$ cat config.mk
export PLATFORM = sky130hd
export DESIGN_NAME = serial2parallel_flat
export DESIGN_NICKNAME = d
export VERILOG_FILES = /design/src/rtl/p2s_pkg.sv /design/src/rtl/serial2parallel_if.sv /design/src/rtl/s2p_out_reg.sv /design/src/rtl/serial2parallel.sv /design/src/flat_wrapper.sv
export SDC_FILE = /design/constraint.sdc
export NUM_CORES = 1
export LEC_CHECK = 0
export BUFFER_PORTS_ARGS = -buffer_cell sky130_fd_sc_hd__buf_2
export CAP_MARGIN = 20
export CORE_MARGIN = 4
export CORE_UTILIZATION = 50
export CTS_BUF_LIST = sky130_fd_sc_hd__clkbuf_16
export DETAILED_ROUTE_END_ITERATION = 16
export PLACE_DENSITY_LB_ADDON = 0.05
export SYNTH_ARGS = -nofsm -noshare
export SYNTH_HDL_FRONTEND = slang
export SYNTH_SLANG_ARGS = --single-unit
$ cat constraint.sdc
create_clock -name clk -period 4.9 [get_ports clk]
set_input_delay 1.225 -clock clk [delete_from_list [all_inputs] [get_ports clk]]
set_output_delay 1.225 -clock clk [all_outputs]
set_load 0.01 [all_outputs]
$ cat src/rtl/p2s_pkg.sv
// Shared types and helpers for the parallel2serial / serial2parallel loopback pair.
package p2s_pkg;

  typedef enum logic {
    IDLE  = 1'b0,
    SHIFT = 1'b1
  } p2s_state_e;

  localparam int DEFAULT_WIDTH = 8;

  // Bit counter must be able to hold the value WIDTH itself.
  function automatic int cnt_width(input int width);
    return $clog2(width + 1);
  endfunction

endpackage

$ cat src/rtl/serial2parallel_if.sv
// Framed serial input plus valid/ready word output of the deserializer.
interface serial2parallel_if #(
  parameter int WIDTH = p2s_pkg::DEFAULT_WIDTH
);

  logic             serial_start;
  logic             serial_in;
  logic             serial_end;
  logic [WIDTH-1:0] parallel_out;
  logic             out_valid;
  logic             out_ready;
  logic             frame_err;
  logic             overrun;

  modport master (
    output serial_start, serial_in, serial_end, out_ready,
    input  parallel_out, out_valid, frame_err, overrun
  );

  modport slave (
    input  serial_start, serial_in, serial_end, out_ready,
    output parallel_out, out_valid, frame_err, overrun
  );

endinterface

$ cat src/rtl/s2p_out_reg.sv
// One-entry output holding register with valid/ready handshake and overrun detection.
module s2p_out_reg #(
  parameter int WIDTH = 8
) (
  input  logic             clk,
  input  logic             rst,
  input  logic             load,
  input  logic [WIDTH-1:0] load_data,
  input  logic             out_ready,
  output logic [WIDTH-1:0] data_out,
  output logic             valid_out,
  output logic             overrun_out
);

  logic [WIDTH-1:0] data_q, data_d;
  logic             valid_q, valid_d;
  logic             overrun_q, overrun_d;

  // A new word may only replace the held one if the held one leaves this cycle.
  always_comb begin
    data_d    = data_q;
    valid_d   = valid_q;
    overrun_d = 1'b0;
    if (valid_q && out_ready) begin
      valid_d = 1'b0;
    end
    if (load) begin
      if (!valid_q || out_ready) begin
        data_d  = load_data;
        valid_d = 1'b1;
      end else begin
        overrun_d = 1'b1;
      end
    end
  end

  always_ff @(posedge clk) begin
    if (rst) begin
      data_q    <= '0;
      valid_q   <= 1'b0;
      overrun_q <= 1'b0;
    end else begin
      data_q    <= data_d;
      valid_q   <= valid_d;
      overrun_q <= overrun_d;
    end
  end

  assign data_out    = data_q;
  assign valid_out   = valid_q;
  assign overrun_out = overrun_q;

endmodule

$ cat src/rtl/serial2parallel.sv
// Framed serial-to-parallel deserializer: framing FSM and shift register feeding s2p_out_reg.
// Optional error counter output enabled by defining SERIAL2PARALLEL_ERR_CNT_EN.
module serial2parallel
  import p2s_pkg::*;
#(
  parameter int WIDTH     = DEFAULT_WIDTH,
  parameter bit MSB_FIRST = 1'b1
) (
  input  logic            clk,
  input  logic            rst,
  serial2parallel_if.slave bus
`ifdef SERIAL2PARALLEL_ERR_CNT_EN
  ,
  output logic [7:0]      err_count
`endif
);

  localparam int             CW       = cnt_width(WIDTH);
  localparam logic [CW-1:0]  LAST_IDX = CW'(WIDTH - 1);
  localparam logic [CW-1:0]  ONE      = CW'(1);

  p2s_state_e       state_q, state_d;
  logic [CW-1:0]    cnt_q, cnt_d;
  logic [WIDTH-1:0] shift_q, shift_d;
  logic             frame_err_q, frame_err_d;
  logic             complete;
  logic             overrun_pulse;

  function automatic logic [WIDTH-1:0] insert_bit(input logic [WIDTH-1:0] cur, input logic b);
    if (MSB_FIRST) begin
      return {cur[WIDTH-2:0], b};
    end else begin
      return {b, cur[WIDTH-1:1]};
    end
  endfunction

  always_ff @(posedge clk) begin
    if (rst) begin
      state_q     <= IDLE;
      cnt_q       <= '0;
      shift_q     <= '0;
      frame_err_q <= 1'b0;
    end else begin
      state_q     <= state_d;
      cnt_q       <= cnt_d;
      shift_q     <= shift_d;
      frame_err_q <= frame_err_d;
    end
  end

  always_comb begin
    state_d = state_q;
    cnt_d   = cnt_q;
    shift_d = shift_q;
    case (state_q)
      IDLE: begin
        if (bus.serial_start && !bus.serial_end) begin
          shift_d = insert_bit(shift_q, bus.serial_in);
          cnt_d   = ONE;
          state_d = SHIFT;
        end
      end
      SHIFT: begin
        shift_d = insert_bit(shift_q, bus.serial_in);
        if (bus.serial_start) begin
          cnt_d = ONE;
        end else if (cnt_q == LAST_IDX || bus.serial_end) begin
          cnt_d   = '0;
          state_d = IDLE;
        end else begin
          cnt_d = cnt_q + ONE;
        end
      end
      default: begin
        cnt_d   = '0;
        state_d = IDLE;
      end
    endcase
  end

  // A frame is good only when serial_end lands exactly on the last bit.
  always_comb begin
    frame_err_d = 1'b0;
    complete    = 1'b0;
    case (state_q)
      IDLE: begin
        if (bus.serial_end) begin
          frame_err_d = 1'b1;
        end
      end
      SHIFT: begin
        if (bus.serial_start) begin
          frame_err_d = 1'b1;
        end else if (cnt_q == LAST_IDX) begin
          if (bus.serial_end) begin
            complete = 1'b1;
          end else begin
            frame_err_d = 1'b1;
          end
        end else if (bus.serial_end) begin
          frame_err_d = 1'b1;
        end
      end
      default: begin
        frame_err_d = 1'b0;
      end
    endcase
  end

  s2p_out_reg #(
    .WIDTH (WIDTH)
  ) u_out_reg (
    .clk         (clk),
    .rst         (rst),
    .load        (complete),
    .load_data   (shift_d),
    .out_ready   (bus.out_ready),
    .data_out    (bus.parallel_out),
    .valid_out   (bus.out_valid),
    .overrun_out (overrun_pulse)
  );

  assign bus.frame_err = frame_err_q;
  assign bus.overrun   = overrun_pulse;

`ifdef SERIAL2PARALLEL_ERR_CNT_EN
  logic [7:0] err_count_q, err_count_d;
  logic [8:0] err_sum;

  always_comb begin
    err_sum     = {1'b0, err_count_q} + 9'(frame_err_q) + 9'(overrun_pulse);
    err_count_d = (err_sum > 9'd255) ? 8'hFF : err_sum[7:0];
  end

  always_ff @(posedge clk) begin
    if (rst) begin
      err_count_q <= '0;
    end else begin
      err_count_q <= err_count_d;
    end
  end

  assign err_count = err_count_q;
`endif

endmodule

$ cat src/flat_wrapper.sv
// flat-port wrapper written by rule: the top's interface ports become plain ports
module serial2parallel_flat import p2s_pkg::*;
#(
  parameter int WIDTH     = DEFAULT_WIDTH,
  parameter bit MSB_FIRST = 1'b1
)
  (clk, rst, bus_serial_start, bus_serial_in, bus_serial_end, bus_out_ready, bus_parallel_out, bus_out_valid, bus_frame_err, bus_overrun);
  serial2parallel_if #(.WIDTH(WIDTH)) bus_i ();
  input  logic clk;
  input  logic rst;
  input wire logic [$bits(bus_i.serial_start)-1:0] bus_serial_start;
  input wire logic [$bits(bus_i.serial_in)-1:0] bus_serial_in;
  input wire logic [$bits(bus_i.serial_end)-1:0] bus_serial_end;
  input wire logic [$bits(bus_i.out_ready)-1:0] bus_out_ready;
  output wire logic [$bits(bus_i.parallel_out)-1:0] bus_parallel_out;
  output wire logic [$bits(bus_i.out_valid)-1:0] bus_out_valid;
  output wire logic [$bits(bus_i.frame_err)-1:0] bus_frame_err;
  output wire logic [$bits(bus_i.overrun)-1:0] bus_overrun;
  assign bus_i.serial_start = bus_serial_start;
  assign bus_i.serial_in = bus_serial_in;
  assign bus_i.serial_end = bus_serial_end;
  assign bus_i.out_ready = bus_out_ready;
  assign bus_parallel_out = bus_i.parallel_out;
  assign bus_out_valid = bus_i.out_valid;
  assign bus_frame_err = bus_i.frame_err;
  assign bus_overrun = bus_i.overrun;
  serial2parallel #(.WIDTH(WIDTH), .MSB_FIRST(MSB_FIRST)) u_core (.clk(clk), .rst(rst), .bus(bus_i));
endmodule
Yosys cells after proc, flatten, opt, wreduce, memory -nomap -nowiden
Cells that the tools add are included.

storage, ports and cells
  flip-flop bits (word level) = 24

operators by class
  add/sub/neg operators = 1
  eq/ne operators = 2
  multiplexer cells = 22
  bitwise logic cells = 2
  reductions and logical operators = 8

operators by type and width
  cell                                                    number
  one-hot mux 8 bit (2 select lines)                      1
  two-way mux 1 bit                                       14
  two-way mux 4 bit                                       3
  two-way mux 8 bit                                       1
  one-hot mux 4 bit (2 select lines)                      1
  adder 4 x 1 -> 4 bit (second input constant)            1
  == test 4 x 3 -> 1 bit (second input constant)          1
  one-hot mux 1 bit (2 select lines)                      2
  logical AND 1 bit                                       2
  logical NOT 1 bit                                       2
  logical OR 1 bit                                        2
  inequality test 2 x 1 -> 1 bit (second input constant)  1
  NOT 1 bit                                               2
  AND reduction 2 bit                                     1
  OR reduction 2 bit                                      1

Logic depth before layout (Yosys ltp)
Gate-level depths: netlist (run 1).

  word-level depth = 6
  gate-level depth with buffers = 9
  gate-level depth less buffers = 7

By module
Synthesis (run 1) repeated with hierarchy kept, for this count alone.

unflattened totals
  cell total of the unflattened synthesis = 122
  area, all modules = 1,109.8 sq um

by module, submodules not included
  module           times used  cells each  area each (sq um)  sequential area each (sq um)
  serial2parallel  1           81          673.1              280.3
  s2p_out_reg      1           41          436.7              200.2

Worst setup path after synthesis (run 1)
OpenSTA, ideal clock, no wires.

  path type = input to register
  start point = input bus_serial_end
  end point = register u_core.u_out_reg.data_q[5] (netlist: u_core.u_out_reg.data_out[5])
  data arrival time = 2,190 ps
  slack = 2,622 ps
  stages on the path = 6
  buffers on the path = 2
  cells stage by stage = ha_1 > and3b_1 > buf_6 > and2_4 > buf_6 > a311oi_2

on the way
  word-level cells in the longest chain between the ends = 5
  elaborated cells between the ends (all ways) = 9
  those cells by class = mux (6); reduce/logical (3)

RTL lines
  item                                  RTL line               source
  from (decl)                           flat_wrapper.sv:13     input wire logic [$bits(bus_i.serial_end)-1:0] bus_serial_end;
  two-way mux 1 bit                     serial2parallel.sv:95  if (bus.serial_end) begin
  two-way mux 1 bit                     serial2parallel.sv:94  end else if (cnt_q == LAST_IDX) begin
  two-way mux 1 bit                     serial2parallel.sv:92  if (bus.serial_start) begin
  two-way mux 1 bit                     serial2parallel.sv:85  case (state_q)
  AND reduction 2 bit (no source line)  --
  to (signal assigned)                  s2p_out_reg.sv:43      data_q <= data_d;
  to (decl)                             s2p_out_reg.sv:15      logic [WIDTH-1:0] data_q, data_d;

Parallel ways exist; a longest one is shown, timed or not.
A chain may end at the register's enable or synchronous reset.

Final worst setup path (run 1)
  start point = input bus_serial_start
  end point = register u_core.u_out_reg.data_q[7] (netlist: u_core.u_out_reg.data_out[7])

on the way
  word-level cells in the longest chain between the ends = 3
  elaborated cells between the ends (all ways) = 6
  those cells by class = mux (4); reduce/logical (2)

RTL lines
  item                                                                              RTL line                                      source
  from (decl)                                                                       flat_wrapper.sv:11                            input wire logic [$bits(bus_i.serial_start)-1:0] bus_serial_start;
  logical AND 1 bit / two-way mux 1 bit (equally long branches)                     serial2parallel.sv:57, serial2parallel.sv:92
  two-way mux 8 bit / two-way mux 1 bit (equally long branches)                     serial2parallel.sv:57, serial2parallel.sv:85
  one-hot mux 8 bit (2 select lines) / AND reduction 2 bit (equally long branches)  --

Parallel ways exist; a longest one is shown, timed or not.

==> results of run 1 <==
[registers in the layout (all words and copies together), names as in the netlist]
register	count
u_core.shift_q	8
u_core.u_out_reg.overrun_out	1
u_core.state_q	1
u_core.u_out_reg.data_out	8
u_core.cnt_q	4
u_core.u_out_reg.valid_out	1
u_core.bus.frame_err	1
[per-stage QoR]
step,cells,util [%],setup WS (ns),total power [W]
finish,145,63.2,2.69,0.000391
global route,145,63.2,2.55,0.000407
CTS,145,63.2,2.70,0.000395
detailed placement,141,58.8,2.45,0.000224
global placement,141,58.8,2.49,0.000223
floorplan,108,-,2.62,0.000217
[routing by layer]
layer	up-vias	part of all wire [%]	track usage (%)
li1	427	-	-
met4	0	0.83	10.2
met5	-	0	0
met1	412	46	20.4
met2	27	47	28.7
met3	2	5.7	4.23
[path summary, 6_finish.rpt]
kind,from,to,slack (ns),cells past startpoint
worst min-delay path,u_core.cnt_q[3]$_SDFFE_PP0P_,u_core.cnt_q[3]$_SDFFE_PP0P_,0.49,1
worst max register to register,u_core.cnt_q[0]$_SDFFE_PP0P_,u_core.u_out_reg.data_out[5]$_SDFFE_PP0P_,3.03,7
worst max-delay path,bus_serial_start,u_core.u_out_reg.data_out[7]$_SDFFE_PP0P_,2.69,4
worst min register to register,u_core.cnt_q[3]$_SDFFE_PP0P_,u_core.cnt_q[3]$_SDFFE_PP0P_,0.49,1
[layout make-up]
| class | count | area [sq um] | area share [%] |
|---|---|---|---|
| timing repair buffer | 16 | 80.1 | 6.96 |
| clock buffer | 3 | 75.1 | 6.53 |
| tap | 25 | 31.3 | 2.72 |
| inverter | 3 | 11.3 | 0.979 |
| clock inverter | 1 | 3.75 | 0.326 |
| sequential | 24 | 480 | 41.8 |
| multi-input combinational | 73 | 468 | 40.7 |
[cells by family after synthesis]
family	after synthesis	synth area share [%]
AOI/OAI and AO/OA	43	27.0
adders and majority gates	4	4.98
buffers and inverters	11	5.72
DFF	24	47.8
and+or+nand+nor	26	14.6
[power by group]
part,leakage [nW],switching (W),internal [W],total [W]
Combinational,0.209,0.0000128,0.00000618,0.0000190
Clock,0.0385,0.0000624,0.000109,0.000171
Sequential,0.194,0.00000313,0.000198,0.000201
[cell usage in the layout (no fill, tap or decap)]
cell / n
sky130_fd_sc_hd__a211oi_1: 2
sky130_fd_sc_hd__a21oi_1: 20
sky130_fd_sc_hd__a311oi_1: 9
sky130_fd_sc_hd__a311oi_2: 1
sky130_fd_sc_hd__a32oi_1: 1
sky130_fd_sc_hd__a41oi_1: 1
sky130_fd_sc_hd__and2_4: 1
sky130_fd_sc_hd__and3b_1: 2
sky130_fd_sc_hd__buf_2: 16
sky130_fd_sc_hd__clkbuf_16: 3
sky130_fd_sc_hd__clkinv_1: 1
sky130_fd_sc_hd__dfxtp_1: 24
sky130_fd_sc_hd__ha_1: 4
sky130_fd_sc_hd__inv_1: 3
sky130_fd_sc_hd__nand2_1: 2
sky130_fd_sc_hd__nand2b_1: 2
sky130_fd_sc_hd__nand3_1: 9
sky130_fd_sc_hd__nand3b_1: 2
sky130_fd_sc_hd__nor2_1: 4
sky130_fd_sc_hd__nor2b_1: 2
sky130_fd_sc_hd__nor3_1: 1
sky130_fd_sc_hd__o21ai_0: 9
sky130_fd_sc_hd__or2b_1: 1
==> flow_summary.yaml, run 1 <==
finish:
  fillerInstances: 172
  design_area_sq_um: 1150
  antenna-diode-count: 0
  areaGrowthSynthToFinish_pct: 14.3
  finish.net_count: 131
  final_layout_size_suffix_gt1_share_pct: 17.5
synth:
  post_synth_instance_area_sq_um: 1010
  synth.top_cell.area_share_pct: 47.8
  dominantRegCellSynth: "sky130_fd_sc_hd__dfxtp_1"
  ys_seq_elements: 24
  synth_enable_flop_cells: 0
  netlist_top_cells_count: "sky130_fd_sc_hd__dfxtp_1, sky130_fd_sc_hd__a21oi_1, sky130_fd_sc_hd__a311oi_1, sky130_fd_sc_hd__nand3_1, sky130_fd_sc_hd__o21ai_0"
  post_synth_inst_count: 108
  synth.net_count: 118
  synthesis.yosys.warnings: 0
  yosysMostFrequentCell: "sky130_fd_sc_hd__dfxtp_1"
  synthArstFlopShare_pct: 0
  synth.yosys.seq_area_share_pct: 47.8
  post_synth.cell_area_avg_sq_um: 9.31
  synth_area_leaders: "sky130_fd_sc_hd__dfxtp_1, sky130_fd_sc_hd__a21oi_1, sky130_fd_sc_hd__a311oi_1"
  post-synth-top-area-cell: "sky130_fd_sc_hd__dfxtp_1"
  post_synth_num_cell_types: 23
cts:
  clk-insertion-delay-late_ns: 0.25
  clkSinkCount: 24
  cts_max_path_buffers: 2
  cts_hold_buffers: 0
  root_cell_of_the_clock_tree: "sky130_fd_sc_hd__clkbuf_16"
  cts_tree: "built"
  htree_levels: 1
  cts_post_setup_buffers_inserted: 0
  cts_inserted_buffers: 3
  clk_transition_reported_paths_ns: 0.06
  postCtsResizedCells: 0
setup_path:
  worst-setup-path-type: "input pin to flip-flop"
  timing.critical_path.max_delay_family: "compound AO/OA/AOI/OAI gates"
  crit_required_ns: 5.06
  worst-path-buf-inv: 1
  worstPathCellList: "buf_2 -> nor2b_1 -> o21ai_0 -> a311oi_1"
  crit_path_top_delay_cell: "sky130_fd_sc_hd__nor2b_1"
  crit_path_launch_type: "input pin"
  cp-end-kind: "flip-flop"
  slowest_delay_ns: 0.49
  crit_path_max_fanout: 9
  arrival_ns: 2.37
drt:
  vias: 868
  ant_nets: 0
  detail_route.wl_per_cell_um: 14.1
  route.detailed.drc: 0
  routed_via_density: 5.99
  router_iterations_before_antenna_repair: 4
  wirelength_um: 2040
  drt_iter0_drc: 13
global_routing:
  grt_antenna_before_repair: 0
  first_pass_grt_wire_length_um: 3590
  gr-total-overflow: 0
  grt_start_max_net_pins: 25
  gr-usage-all-layers_pct: 17.5
  grt_pass1_vias: 849
timing:
  finalClockSkew_ns: 0.00290
  min_period_ns: 2.21
  timing.final.hold_violations: 0
  max_clock_freq_mhz: 453
  whs_ns: 0.493
  report.final.slew_viol_count: 0
  worstMarginPinSlew_ns: 0.567
  fin_crit_sh_pct: 45.1
  fin_setup_tns_ns: 0
  setup_viol: 0
  grt_setup_unrepaired: "no"
  max-slew-margin-rel_pct: 62.1
pwr:
  cellPowerDensity_nw_per_um2: 340
  static-leakage-power_nw: 0.441
  ir_drop_mv: 0.243
placed_design:
  finalWeightedCongestion: 0.760
  place.port_buffers: 16
  postPlaceCellArea_sq_um: 1070
  detailedPlacementHpwl_um: 1390
floorplan:
  io_pins: 17
  core-area_sq_um: 1820
  row_count: 15
  floorplan.initialDensity_pct: 55.3
  fp.dieH_um: 52.9
  fp.dieArea_sq_um: 2790
  fp.dieW_um: 52.9
hold_path:
  timing.hold.worst.class: "flip-flop to flip-flop"
run_status:
  run_status: "finished clean"
run:
  max-cap-violations: 0
(Power assumes the default switching activity.)
==> run 2: changes to the inputs <==
Clock period 4.9 ns to 2.2 ns, I/O delays scaled along.
==> run 2 against run 1 <==
Clock power up 120%; cell area unchanged; critical path depth up 3; clock skew up 0.00093 ns; register-to-register slack worse by 2.7 ns; power up 120%; final cell count unchanged; non-clock buffer count unchanged; sequential share of layout area unchanged; combinational power up 120%; worst hold slack better by 0.0055 ns; utilization unchanged; critical path type is now flip-flop to flip-flop; highest routed layer unchanged.
==> flow_summary.yaml, run 2 (same netlist as run 1, synthesis figures left out) <==
timing:
  max_clock_freq_mhz: 531
  report.final.slew_viol_count: 0
  fin_crit_sh_pct: 85.7
  worstMarginPinSlew_ns: 0.537
  grt_setup_unrepaired: "no"
  finalClockSkew_ns: 0.00383
  fin_setup_tns_ns: 0
  max-slew-margin-rel_pct: 64.1
  min_period_ns: 1.88
  timing.final.hold_violations: 0
  setup_viol: 0
hold_path:
  min_to: "u_core.shift_q[4]$_SDFF_PP0_"
  timing.hold.worst.class: "flip-flop to flip-flop"
  hold_depth: 2
  worst_hold_startpoint: "u_core.shift_q[4]$_SDFF_PP0_"
floorplan:
  fp.dieW_um: 52.9
  fp.dieArea_sq_um: 2790
  io_pins: 17
  fp.dieH_um: 52.9
  core-area_sq_um: 1820
  floorplan.initialDensity_pct: 55.3
  row_count: 15
cts:
  clk_transition_reported_paths_ns: 0.06
  clk-insertion-delay-late_ns: 0.25
  cts_tree: "built"
  htree_levels: 1
  cts_hold_buffers: 0
  root_cell_of_the_clock_tree: "sky130_fd_sc_hd__clkbuf_16"
  cts_post_setup_buffers_inserted: 0
  cts_max_path_buffers: 2
  postCtsResizedCells: 0
  cts_inserted_buffers: 3
  clkSinkCount: 24
pwr:
  static-leakage-power_nw: 0.441
  cellPowerDensity_nw_per_um2: 759
  ir_drop_mv: 0.595
  p_total_w: 0.000872
finish:
  layout_commonest_cell: "sky130_fd_sc_hd__dfxtp_1"
  final_layout_size_suffix_gt1_share_pct: 17.5
  layout_common_cells: "sky130_fd_sc_hd__dfxtp_1, sky130_fd_sc_hd__a21oi_1, sky130_fd_sc_hd__buf_2"
  finish.net_count: 131
  antenna-diode-count: 0
  design_area_sq_um: 1150
  areaGrowthSynthToFinish_pct: 14.3
global_routing:
  grt_pass1_vias: 752
  grt_start_max_net_pins: 25
  gr-usage-all-layers_pct: 16.8
  first_pass_grt_wire_length_um: 3420
  gr-total-overflow: 0
  grt_antenna_before_repair: 0
placed_design:
  place.port_buffers: 16
  finalWeightedCongestion: 0.797
  detailedPlacementHpwl_um: 1390
  postPlaceCellArea_sq_um: 1070
drt:
  route.detailed.drc: 0
  vias: 853
  wirelength_um: 2080
  routed_via_density: 5.88
  detail_route.wl_per_cell_um: 14.4
  ant_nets: 0
  drt_iter0_drc: 30
  router_iterations_before_antenna_repair: 6
setup_path:
  crit_path_max_fanout: 9
  regToRegEndpoint: "u_core.u_out_reg.data_out[5]$_SDFFE_PP0P_"
  crit_required_ns: 2.32
  worstPathCellList: "ha_1 -> nand3b_1 -> inv_1 -> ha_1 -> and3b_1 -> and2_4 -> a311oi_2"
  setup.reg_to_reg.worst_slack_ns: 0.32
  slowest_delay_ns: 0.40
  crit_path_top_delay_cell: "sky130_fd_sc_hd__and3b_1"
  cp-end-kind: "flip-flop"
  arrival_ns: 2.00
  crit_path_launch_type: "flip-flop"
  worst_r2r_path_depth: 7
  worst-setup-path-type: "flip-flop to flip-flop"
  path_common_cell: "sky130_fd_sc_hd__ha_1"
  worstReg2RegStart: "u_core.cnt_q[0]$_SDFFE_PP0P_"
run_status:
  run_status: "finished clean"
run:
  max-cap-violations: 0
==> run 2: cell counts in the layout (fill, tap and decap cells not counted) <==
Identical to the previous run, type by type.
==> run 2: worst max-delay path by stage <==
stage	start	end	slack [ns]	cells past startpoint
2_1_floorplan	u_core.cnt_q[0]$_SDFFE_PP0P_	u_core.u_out_reg.data_out[5]$_SDFFE_PP0P_	0.45	9
3_3_place_gp	u_core.cnt_q[0]$_SDFFE_PP0P_	u_core.u_out_reg.data_out[5]$_SDFFE_PP0P_	0.36	7
3_5_place_dp	u_core.cnt_q[0]$_SDFFE_PP0P_	u_core.u_out_reg.data_out[2]$_SDFFE_PP0P_	0.33	7
4_1_cts	u_core.cnt_q[0]$_SDFFE_PP0P_	u_core.u_out_reg.data_out[2]$_SDFFE_PP0P_	0.32	7
5_1_grt	u_core.cnt_q[0]$_SDFFE_PP0P_	u_core.u_out_reg.data_out[1]$_SDFFE_PP0P_	0.15	7
6_report	u_core.cnt_q[0]$_SDFFE_PP0P_	u_core.u_out_reg.data_out[5]$_SDFFE_PP0P_	0.32	7
==> run 2: worst max-delay path: cells and delay by family (launching register included) <==
kind | cells | cell delay (ns)
simple gates | 3 | 0.82
flops | 1 | 0.39
fa+ha+maj | 2 | 0.36
compound gates | 1 | 0.10
buf+inv | 1 | 0.09
==> run 2: cell type report <==
cell class                 count  area [sq um]
fill                         168           671
multi-input combinational     73           468
inverter                       3          11.3
tap                           25          31.3
clock buffer                   3          75.1
sequential                    24           480
timing repair buffer          16          80.1
clock inverter                 1          3.75
==> run 2: through the flow <==
stage | hold slack, ns | setup WS, ns | util [%] | std cells
4_1_cts | 0.487 | 0.316 | 63.2 | 145
5_1_grt | 0.528 | 0.152 | 63.2 | 145
2_1_floorplan | 0.433 | 0.455 | - | 108
3_5_place_dp | 0.481 | 0.328 | 58.8 | 141
3_3_place_gp | 0.462 | 0.356 | 58.8 | 141
6_report | 0.499 | 0.315 | 63.2 | 145
==> run 2: layer usage <==
layer  global-route usage [%]  share of wire (%)  up-vias
li1                         -                  -      428
met1                     23.8                 51      404
met2                     24.8                 44       19
met3                     4.23                3.7        2
met4                     5.11               0.82        0
met5                        0                  0        -
==> run 2: report_power, final <==
group	internal (W)	total (W)	switching, W
Combinational	0.0000138	0.0000425	0.0000287
Sequential	0.000441	0.000447	0.00000667
Clock	0.000242	0.000382	0.000140
